--- config.mk ---
export PLATFORM = sky130hd
export DESIGN_NAME = isa_bus_sequencer
export DESIGN_NICKNAME = d
export VERILOG_FILES = /design/src/rtl/isa_bus_sequencer.sv
export SDC_FILE = /design/constraint.sdc
export NUM_CORES = 1
export LEC_CHECK = 0
export ABC_AREA = 1
export CORE_ASPECT_RATIO = 1.1
export CORE_MARGIN = 3
export CORE_UTILIZATION = 45
export DETAILED_ROUTE_END_ITERATION = 12
export GPL_ROUTABILITY_DRIVEN = 0
export PLACE_DENSITY = 0.8
export SLEW_MARGIN = 20
export SYNTH_ARGS = -nofsm -noshare
export SYNTH_HDL_FRONTEND = slang
export SYNTH_SLANG_ARGS = --single-unit
--- constraint.sdc ---
create_clock -name clk -period 1.7 [get_ports clk]
set_input_delay 0.34 -clock clk [delete_from_list [all_inputs] [get_ports clk]]
set_output_delay 0.34 -clock clk [all_outputs]
set_load 0.005 [all_outputs]
--- src/rtl/isa_bus_sequencer.sv ---
// isa_bus_sequencer: ISA bus cycle engine (setup, strobe, iochrdy wait, hold, done).
// Optional wait watchdog enabled by defining ISA_SEQ_TIMEOUT_EN.
//
// Ports:
//   clk, control_reset      clock, synchronous active-high reset
//   start                   one-cycle request, honoured only when idle
//   control_in[1:0]         {memory, write} cycle type; bits 7:2 unused
//   address_in, data_in     address and write data latched on start
//   isa_iochrdy             card ready, low stretches the strobe
//   isa_sd_in               bus read data
//   isa_sa, isa_sd_out      bus address / write data
//   isa_sd_oe               write data driver enable
//   isa_*_n                 active-low command strobes
//   read_data               captured read data
//   done, busy, timeout     completion pulse, in-progress, sticky timeout
//
// All bus outputs are registered from the next-state decode so strobes
// never glitch and never overlap across a state change.

module isa_bus_sequencer #(
  parameter int SETUP_CYCLES   = 2,
  parameter int STROBE_CYCLES  = 6,
  parameter int HOLD_CYCLES    = 2,
  parameter int TIMEOUT_CYCLES = 255
) (
  input  logic        clk,
  input  logic        control_reset,
  input  logic        start,
  input  logic [7:0]  control_in,
  input  logic [15:0] address_in,
  input  logic [15:0] data_in,
  input  logic        isa_iochrdy,
  input  logic [15:0] isa_sd_in,
  output logic [15:0] isa_sa,
  output logic [15:0] isa_sd_out,
  output logic        isa_sd_oe,
  output logic        isa_iow_n,
  output logic        isa_ior_n,
  output logic        isa_memw_n,
  output logic        isa_memr_n,
  output logic [15:0] read_data,
  output logic        done,
  output logic        busy,
  output logic        timeout
);

  localparam logic [2:0] S_IDLE   = 3'd0;
  localparam logic [2:0] S_SETUP  = 3'd1;
  localparam logic [2:0] S_STROBE = 3'd2;
  localparam logic [2:0] S_WAIT   = 3'd3;
  localparam logic [2:0] S_HOLD   = 3'd4;
  localparam logic [2:0] S_DONE   = 3'd5;

  localparam logic [5:0] SETUP_LD  = 6'(SETUP_CYCLES - 1);
  localparam logic [5:0] STROBE_LD = 6'(STROBE_CYCLES - 1);
  localparam logic [5:0] HOLD_LD   = 6'(HOLD_CYCLES - 1);

  logic [2:0]  state;
  logic [2:0]  state_nxt;
  logic [5:0]  cnt;
  logic [5:0]  cnt_nxt;
  logic [1:0]  ctrl_q;
  logic [1:0]  ctrl_nxt;
  logic [15:0] addr_q;
  logic [15:0] addr_nxt;
  logic [15:0] data_q;
  logic [15:0] data_nxt;
  logic        accept;
  logic        capture;
  logic        expire;
  logic        drive_nxt;
  logic        strobe_nxt;
  logic        wr_nxt;

  logic unused_ctrl;
  assign unused_ctrl = ^control_in[7:2];

  assign accept   = (state == S_IDLE) && start;
  assign ctrl_nxt = accept ? control_in[1:0] : ctrl_q;
  assign addr_nxt = accept ? address_in : addr_q;
  assign data_nxt = accept ? data_in : data_q;

`ifdef ISA_SEQ_TIMEOUT_EN
  logic [7:0] wait_cnt;

  // wait_cnt holds the number of WAIT cycles already spent
  assign expire = (state == S_WAIT) && !isa_iochrdy &&
                  (wait_cnt == 8'(TIMEOUT_CYCLES - 1));

  always_ff @(posedge clk) begin
    if (control_reset || state != S_WAIT)
      wait_cnt <= 8'd0;
    else
      wait_cnt <= wait_cnt + 8'd1;
  end

  always_ff @(posedge clk) begin
    if (control_reset)
      timeout <= 1'b0;
    else if (accept)
      timeout <= 1'b0;
    else if (expire)
      timeout <= 1'b1;
  end
`else
  localparam int unused_timeout_cycles = TIMEOUT_CYCLES;

  assign expire  = 1'b0;
  assign timeout = 1'b0;
`endif

  always_comb begin
    state_nxt = state;
    cnt_nxt   = cnt;
    capture   = 1'b0;
    case (state)
      S_IDLE: begin
        if (start) begin
          state_nxt = S_SETUP;
          cnt_nxt   = SETUP_LD;
        end
      end
      S_SETUP: begin
        if (cnt == 6'd0) begin
          state_nxt = S_STROBE;
          cnt_nxt   = STROBE_LD;
        end else begin
          cnt_nxt = cnt - 6'd1;
        end
      end
      S_STROBE: begin
        if (cnt != 6'd0) begin
          cnt_nxt = cnt - 6'd1;
        end else if (isa_iochrdy) begin
          state_nxt = S_HOLD;
          cnt_nxt   = HOLD_LD;
          capture   = 1'b1;
        end else begin
          state_nxt = S_WAIT;
        end
      end
      S_WAIT: begin
        if (isa_iochrdy) begin
          state_nxt = S_HOLD;
          cnt_nxt   = HOLD_LD;
          capture   = 1'b1;
        end else if (expire) begin
          state_nxt = S_HOLD;
          cnt_nxt   = HOLD_LD;
        end
      end
      S_HOLD: begin
        if (cnt == 6'd0)
          state_nxt = S_DONE;
        else
          cnt_nxt = cnt - 6'd1;
      end
      S_DONE: begin
        state_nxt = S_IDLE;
      end
      default: begin
        state_nxt = S_IDLE;
      end
    endcase
  end

  assign drive_nxt  = (state_nxt == S_SETUP)  ||
                      (state_nxt == S_STROBE) ||
                      (state_nxt == S_WAIT)   ||
                      (state_nxt == S_HOLD);
  assign strobe_nxt = (state_nxt == S_STROBE) ||
                      (state_nxt == S_WAIT);
  assign wr_nxt     = drive_nxt && ctrl_nxt[0];

  always_ff @(posedge clk) begin
    if (control_reset) begin
      state      <= S_IDLE;
      cnt        <= 6'd0;
      ctrl_q     <= 2'b00;
      addr_q     <= 16'h0000;
      data_q     <= 16'h0000;
      isa_sa     <= 16'h0000;
      isa_sd_out <= 16'h0000;
      isa_sd_oe  <= 1'b0;
      isa_ior_n  <= 1'b1;
      isa_iow_n  <= 1'b1;
      isa_memr_n <= 1'b1;
      isa_memw_n <= 1'b1;
      read_data  <= 16'h0000;
      done       <= 1'b0;
      busy       <= 1'b0;
    end else begin
      state      <= state_nxt;
      cnt        <= cnt_nxt;
      ctrl_q     <= ctrl_nxt;
      addr_q     <= addr_nxt;
      data_q     <= data_nxt;
      isa_sa     <= drive_nxt ? addr_nxt : 16'h0000;
      isa_sd_oe  <= wr_nxt;
      isa_sd_out <= wr_nxt ? data_nxt : 16'h0000;
      isa_ior_n  <= !(strobe_nxt && ctrl_nxt == 2'b00);
      isa_iow_n  <= !(strobe_nxt && ctrl_nxt == 2'b01);
      isa_memr_n <= !(strobe_nxt && ctrl_nxt == 2'b10);
      isa_memw_n <= !(strobe_nxt && ctrl_nxt == 2'b11);
      done       <= (state_nxt == S_DONE);
      busy       <= (state_nxt != S_IDLE);
      if (capture && !ctrl_q[0])
        read_data <= isa_sd_in;
      else if (expire && !ctrl_q[0])
        read_data <= 16'hFFFF;
    end
  end

endmodule

==> results of run 1 <==
==> cell families after synthesis <==
| kind of cell | count (synthesis) | synth area share |
|---|---|---|
| AO/OA/AOI/OAI | 36 | 0.0565 |
| multiplexers | 32 | 0.0946 |
| AND/OR/NAND/NOR | 174 | 0.221 |
| flip-flops | 98 | 0.553 |
| adder cells (fa/ha/maj) | 1 | 0.00353 |
| other | 1 | 0.00106 |
| buffers and inverters | 46 | 0.0653 |
| XOR/XNOR | 2 | 0.00494 |
==> cells in the mapped netlist (all sizes together) <==
cell type	instances
dfxtp	98
nor2	87
nand2	52
inv	28
nand3	27
a21oi	24
mux2i	20
mux2	12
buf	10
o21ai	10
clkbuf	7
nand3b	4
nand4	4
o22ai	2
xnor2	2
clkinv	1
conb	1
ha	1
==> path summary, 6_finish.rpt <==
| kind | to | startpoint | slack (ns) | cells after the start |
|---|---|---|---|---|
| worst max register to register | cnt[4]$_SDFFE_PP0P_ | cnt[0]$_SDFFE_PP0P_ | 0.18 | 10 |
| worst max-delay path | read_data[14] | read_data[14]$_SDFFE_PP0P_ | 0.13 | 1 |
| worst min-delay path | data_q[12]$_SDFF_PP0_ | control_reset | 0.35 | 2 |
| worst min register to register | read_data[1]$_SDFFE_PP0P_ | read_data[1]$_SDFFE_PP0P_ | 0.47 | 2 |
==> where the power goes <==
part           leakage [nW]  switching [W]  internal (W)
Clock                0.0930       0.000839      0.000557
Sequential            0.799       0.000199       0.00273
Combinational          1.20        0.00149       0.00147
==> cell type report <==
type	count	area, um2
Clock buffer	9	124
Clock inverter	7	63.8
Fill cell	607	2510
Inverter	29	109
Multi-Input combinational cell	246	1380
Sequential cell	98	1960
Tap cell	105	131
Timing Repair Buffer	127	1270
==> metal layers <==
layer,track usage,share of wire
met3,0.0552,0.054
met4,0.0471,0.015
met5,0,0
met1,0.215,0.40
met2,0.331,0.53
==> timing repair <==
| action | CTS | global route |
|---|---|---|
| resized for setup | 0 | 7 |
| setup endpoints to repair | 0 | 57 |
| hold endpoints to repair | 0 | 0 |
==> placed cells by master (no fill, tap or decap), types with 2 or more instances in the layout <==
master,netlist,final
inv_2,1,2
nand3_4,1,2
clkdlybuf4s50_1,0,107
buf_4,1,14
nor2_1,81,81
nand2_1,49,49
buf_12,0,4
nor2_4,2,3
inv_1,27,26
nand2_4,2,2
nand3_1,24,23
mux2i_1,20,20
clkinv_4,0,2
nand3_2,2,2
inv_6,0,2
mux2_2,12,12
o21ai_0,9,9
nor2_2,4,3
xnor2_1,2,2
nand4_1,3,3
nand3b_1,4,4
a21oi_1,24,24
clkbuf_8,0,9
dfxtp_1,98,98
==> registers in the layout, indices dropped and copies added (netlist names), 2 cells and up <==
name        cells
isa_sa         16
ctrl_q          2
cnt             6
addr_q         16
read_data      16
state           3
isa_sd_out     16
data_q         16
==> per-stage QoR <==
step / instances / setup TNS (ns)
6_report: 621 / 0
5_1_grt: 621 / -0.00420
4_1_cts: 621 / 0
3_5_place_dp: 605 / -2.69
3_3_place_gp: 605 / -1.23
2_1_floorplan: 390 / 0
==> metrics.yaml, run 1 <==
status: "completed"
yosysWarnings: 0
max_cap_violations: 0
post_drt_wl_per_cell_um: 13.0
dp_hpwl_um: 5930
portBuffers: 108
num_rows: 33
yosys.area.top_type: "dfxtp_1"
synth_nets: 451
clock_skew_ns: 0.0118
holdWs_ns: 0.345
path_clk_slew_ns: 0.10
clk_latency_ns: 0.36
hold_path_class: "in -> reg"
drv_slew: 0
initial_core_util: 0.469
dp_slack_ns: -0.101
grt_pass1_wl_um: 13500
end_kind: "output pin"
die_w_um: 90.6
max_freq_ghz: 0.637
antenna_cells: 0
hold_viol: 0
grt_util_all_layers: 0.184
yosys.cell_types.count: 30
grt_pass1_vias: 2908
post-route-util: 0.668
vias: 2926
routed_wl_um: 8100
root_buffer: "clkbuf_8"
cp_num_buf_inv: 1
synth_top_area_frac: 0.553
coreArea_um2: 7560
post_drt_via_cell_ratio: 4.71
irDropWorstVdd_mv: 0.918
cts_sinks: 98
cts_setup_buffers: 0
cpMaxStageDelayCell: "clkdlybuf4s50_1"
worstSetupPathType: "reg -> out"
ios: 116
p_leak_nw: 2.09
dpl-instance-area_um2: 4820
clock_path_buffers: 2
ant_nets: 0
p_total_w: 0.00729
grt_overflow: 0
netlist_area_um2: 3550
cp-start-kind: "register"
ys_ff_latch: 98
period_needed_ns: 1.57
slowest_delay_ns: 0.54
period_share: 0.924
cts_tree: "built"
cts_hold_buf: 0
cts_buffers: 9
crit_fanout: 2
crit_arrival_ns: 1.23
grt_antenna_before_repair: 0
grt_max_degree: 30
synthToLayoutAreaGrowth_pct: 42.3
dieArea_um2: 8980
drc: 0
fin_nets: 572
cpLargestDelayFamily: "buffers and inverters"
synth_area_per_cell_um2: 9.09
worstPathCellList: "clkdlybuf4s50_1"
fin_ws_ns: 0.129
setup_viol: 0
fp.dieH_um: 99.1
power_density_nw_per_um2: 1440
synthCells: 390
drt_iter0_drc: 167
htreeDepth: 3
drt_first_pass_iters: 5
synth_seq_area_share: 0.553
synth_top_cells_by_area: "dfxtp_1 55%, nor2_1 8.6%, mux2i_1 5.6%"
final_area_um2: 5040
layout-drive-gt1-share: 0.130
cp.required_ns: 1.36
Power figures use the tool's default switching activity.
==> run 2: changes to the inputs <==
--- a/config.mk
+++ b/config.mk
@@ -12,6 +12,7 @@
 export DETAILED_ROUTE_END_ITERATION = 12
 export GPL_ROUTABILITY_DRIVEN = 0
 export PLACE_DENSITY = 0.8
+export REMOVE_ABC_BUFFERS = 1
 export SLEW_MARGIN = 20
 export SYNTH_ARGS = -nofsm -noshare
 export SYNTH_HDL_FRONTEND = slang
==> run 2 against run 1 <==
Net effect: utilization up 0.25 points; sequential power about the same; clock-buffer cell count unchanged; via count up 2.0%; first-iteration DRC count down 36%; global-route usage down 0.35 points; sequential share of layout area down 0.14 points; maximum frequency down 0.57%; power up 0.56%.
==> metrics.yaml, run 2 (same netlist as run 1, synthesis figures left out) <==
status: "completed"  # unchanged
grt_util_all_layers: 0.181  # was 0.184
layout-drive-gt1-share: 0.135  # was 0.130
post_drt_via_cell_ratio: 4.77  # was 4.71
nFillCells: 597  # was 607
post_drt_wl_per_cell_um: 13.1  # was 13.0 um
path_clk_slew_ns: 0.10  # about the same
final_common_cell: "clkdlybuf4s50_1"  # unchanged
ant_nets: 0  # unchanged
power_density_nw_per_um2: 1450  # was 1440 nW/um2
worstSetupPathType: "reg -> reg"  # was reg -> out
antenna_cells: 0  # unchanged
die_w_um: 90.6  # unchanged
switching_power_w: 0.00257  # was 0.00253 W
grt_antenna_before_repair: 0  # unchanged
hold_viol: 0  # unchanged
vias: 2984  # was 2,926
clock_path_buffers: 2  # unchanged
hold_path_class: "in -> reg"  # unchanged
layout_common_cells: "107 x clkdlybuf4s50_1, 98 x dfxtp_1, 81 x nor2_1, 49 x nand2_1, 27 x inv_1"  # was 107 x clkdlybuf4s50_1, 98 x dfxtp_1, 81 x nor2_1, 49 x nand2_1, 26 x inv_1
cts_setup_buffers: 0  # unchanged
initial_core_util: 0.469  # unchanged
wl_met1_um: 3250  # unchanged
synthToLayoutAreaGrowth_pct: 42.8  # was 42.3%
root_buffer: "clkbuf_8"  # unchanged
p_leak_nw: 2.10  # was 2.09 nW
period_share: 0.929  # was 0.924
fin_nets: 576  # was 572
pwr-share-clk: 0.198  # was 0.192
worstPathCellList: "inv_1 > ha_4 > nand3_2 > nand2_1 > nand3_2 > o21ai_0 > nand2_1 > nor2_1 > nor2_1"  # was clkdlybuf4s50_1
dp_hpwl_um: 6000  # was 5930 um
comb_power_share: 0.403  # was 0.406
p_total_w: 0.00733  # was 0.00729 W
max_freq_ghz: 0.633  # was 0.637 GHz
cts_hold_buf: 0  # unchanged
irDropWorstVdd_mv: 1.01  # was 0.918 mV
fin_ws_ns: 0.120  # was 0.129 ns
drt_iter0_drc: 107  # was 167
ios: 116  # unchanged
holdWs_ns: 0.306  # was 0.345 ns
grt_pass1_wl_um: 13400  # was 13,500 um
fp.dieH_um: 99.1  # unchanged
top_layer: "met4"  # unchanged
cts_tree: "built"  # unchanged
coreArea_um2: 7560  # unchanged
sw_frac_of_total: 0.350  # was 0.347
dp_slack_ns: -0.0834  # was -0.101 ns
post-route-util: 0.670  # was 0.668
cp-start-kind: "register"  # unchanged
cts_buffers: 9  # unchanged
grt_overflow: 0  # unchanged
drt_first_pass_iters: 4  # was 5
cp.required_ns: 1.96  # was 1.36 ns
grt_max_degree: 25  # was 30
portBuffers: 108  # unchanged
max_cap_violations: 0  # unchanged
clk_latency_ns: 0.36  # about the same
num_rows: 33  # unchanged
route.met3.wl_um: 591  # was 434 um
grt_pass1_vias: 2992  # was 2,908
dpl-instance-area_um2: 4840  # was 4820 um2
cpMaxStageDelayCell: "dfxtp_1"  # was clkdlybuf4s50_1
period_needed_ns: 1.58  # was 1.57 ns
seq_power_share: 0.399  # was 0.402
setup_viol: 0  # unchanged
cts_sinks: 98  # unchanged
crit_arrival_ns: 1.84  # was 1.23 ns
final_area_um2: 5060  # was 5040 um2
drc: 0  # unchanged
crit_fanout: 7  # was 2
intPower_w: 0.00476  # about the same
clock_skew_ns: 0.0141  # was 0.0118 ns
routed_wl_um: 8170  # was 8100 um
drv_slew: 0  # unchanged
slowest_delay_ns: 0.33  # was 0.54 ns
wl_met2_um: 4200  # was 4290 um
end_kind: "register"  # was output pin
dieArea_um2: 8980  # unchanged
htreeDepth: 3  # unchanged
## run 2: worst max-delay path: cells and delay by family (launching register included)
family | cells | cell delay (ns)
AOI/OAI and AO/OA | 1 | 0.14
adders and majority gates | 1 | 0.20
buffers and inverters | 1 | 0.17
DFF | 1 | 0.33
and+or+nand+nor | 6 | 0.66
## run 2: cell type report
type                    instances  area [um2]  share of cell area
flip-flops and latches         98        1960               0.387
multi-input cells             246        1380               0.272
repair buffers                131        1290               0.254
well taps                     105         131              0.0259
clock buffers                   9         124              0.0245
inverters                      29         109              0.0215
clock inverters                 7        72.6              0.0143
## run 2: power by group through the flow
stage | clock, W | combinational (W) | sequential, W
global placement | 0 | 0.00280 | 0.00296
finish | 0.00145 | 0.00295 | 0.00293
CTS | 0.00147 | 0.00290 | 0.00293
global route | 0.00156 | 0.00326 | 0.00297
detailed placement | 0 | 0.00288 | 0.00298
floorplan | 0 | 0.00162 | 0.00297
## run 2: layer usage
metal	up-vias	track usage
met5	-	0
met4	0	0.0577
met3	15	0.0628
met2	89	0.329
met1	1381	0.197
li1	1499	-
## run 2: timing repair
action / in CTS / in global routing
endpoints found under the setup margin: 0 / 30
endpoints found under the hold margin: 0 / 0
gates resized for setup: 0 / 4
## run 2: metrics by stage
step | std cells | TNS [ns]
after floorplan | 373 | -0.778
after global placement | 609 | -2.77
after detailed placement | 609 | -2.39
after CTS | 625 | 0
after global routing | 625 | -0.0173
final | 625 | 0
## run 2: path summary, 6_finish.rpt
| kind | start | endpoint | slack [ns] | cells past startpoint |
|---|---|---|---|---|
| setup reg to reg | cnt[0]$_SDFFE_PP0P_ | cnt[4]$_SDFFE_PP0P_ | 0.12 | 9 |
| setup / recovery | cnt[0]$_SDFFE_PP0P_ | cnt[4]$_SDFFE_PP0P_ | 0.12 | 9 |
| hold / removal | control_reset | cnt[2]$_SDFFE_PP0P_ | 0.31 | 2 |
| hold reg to reg | read_data[9]$_SDFFE_PP0P_ | read_data[9]$_SDFFE_PP0P_ | 0.47 | 2 |
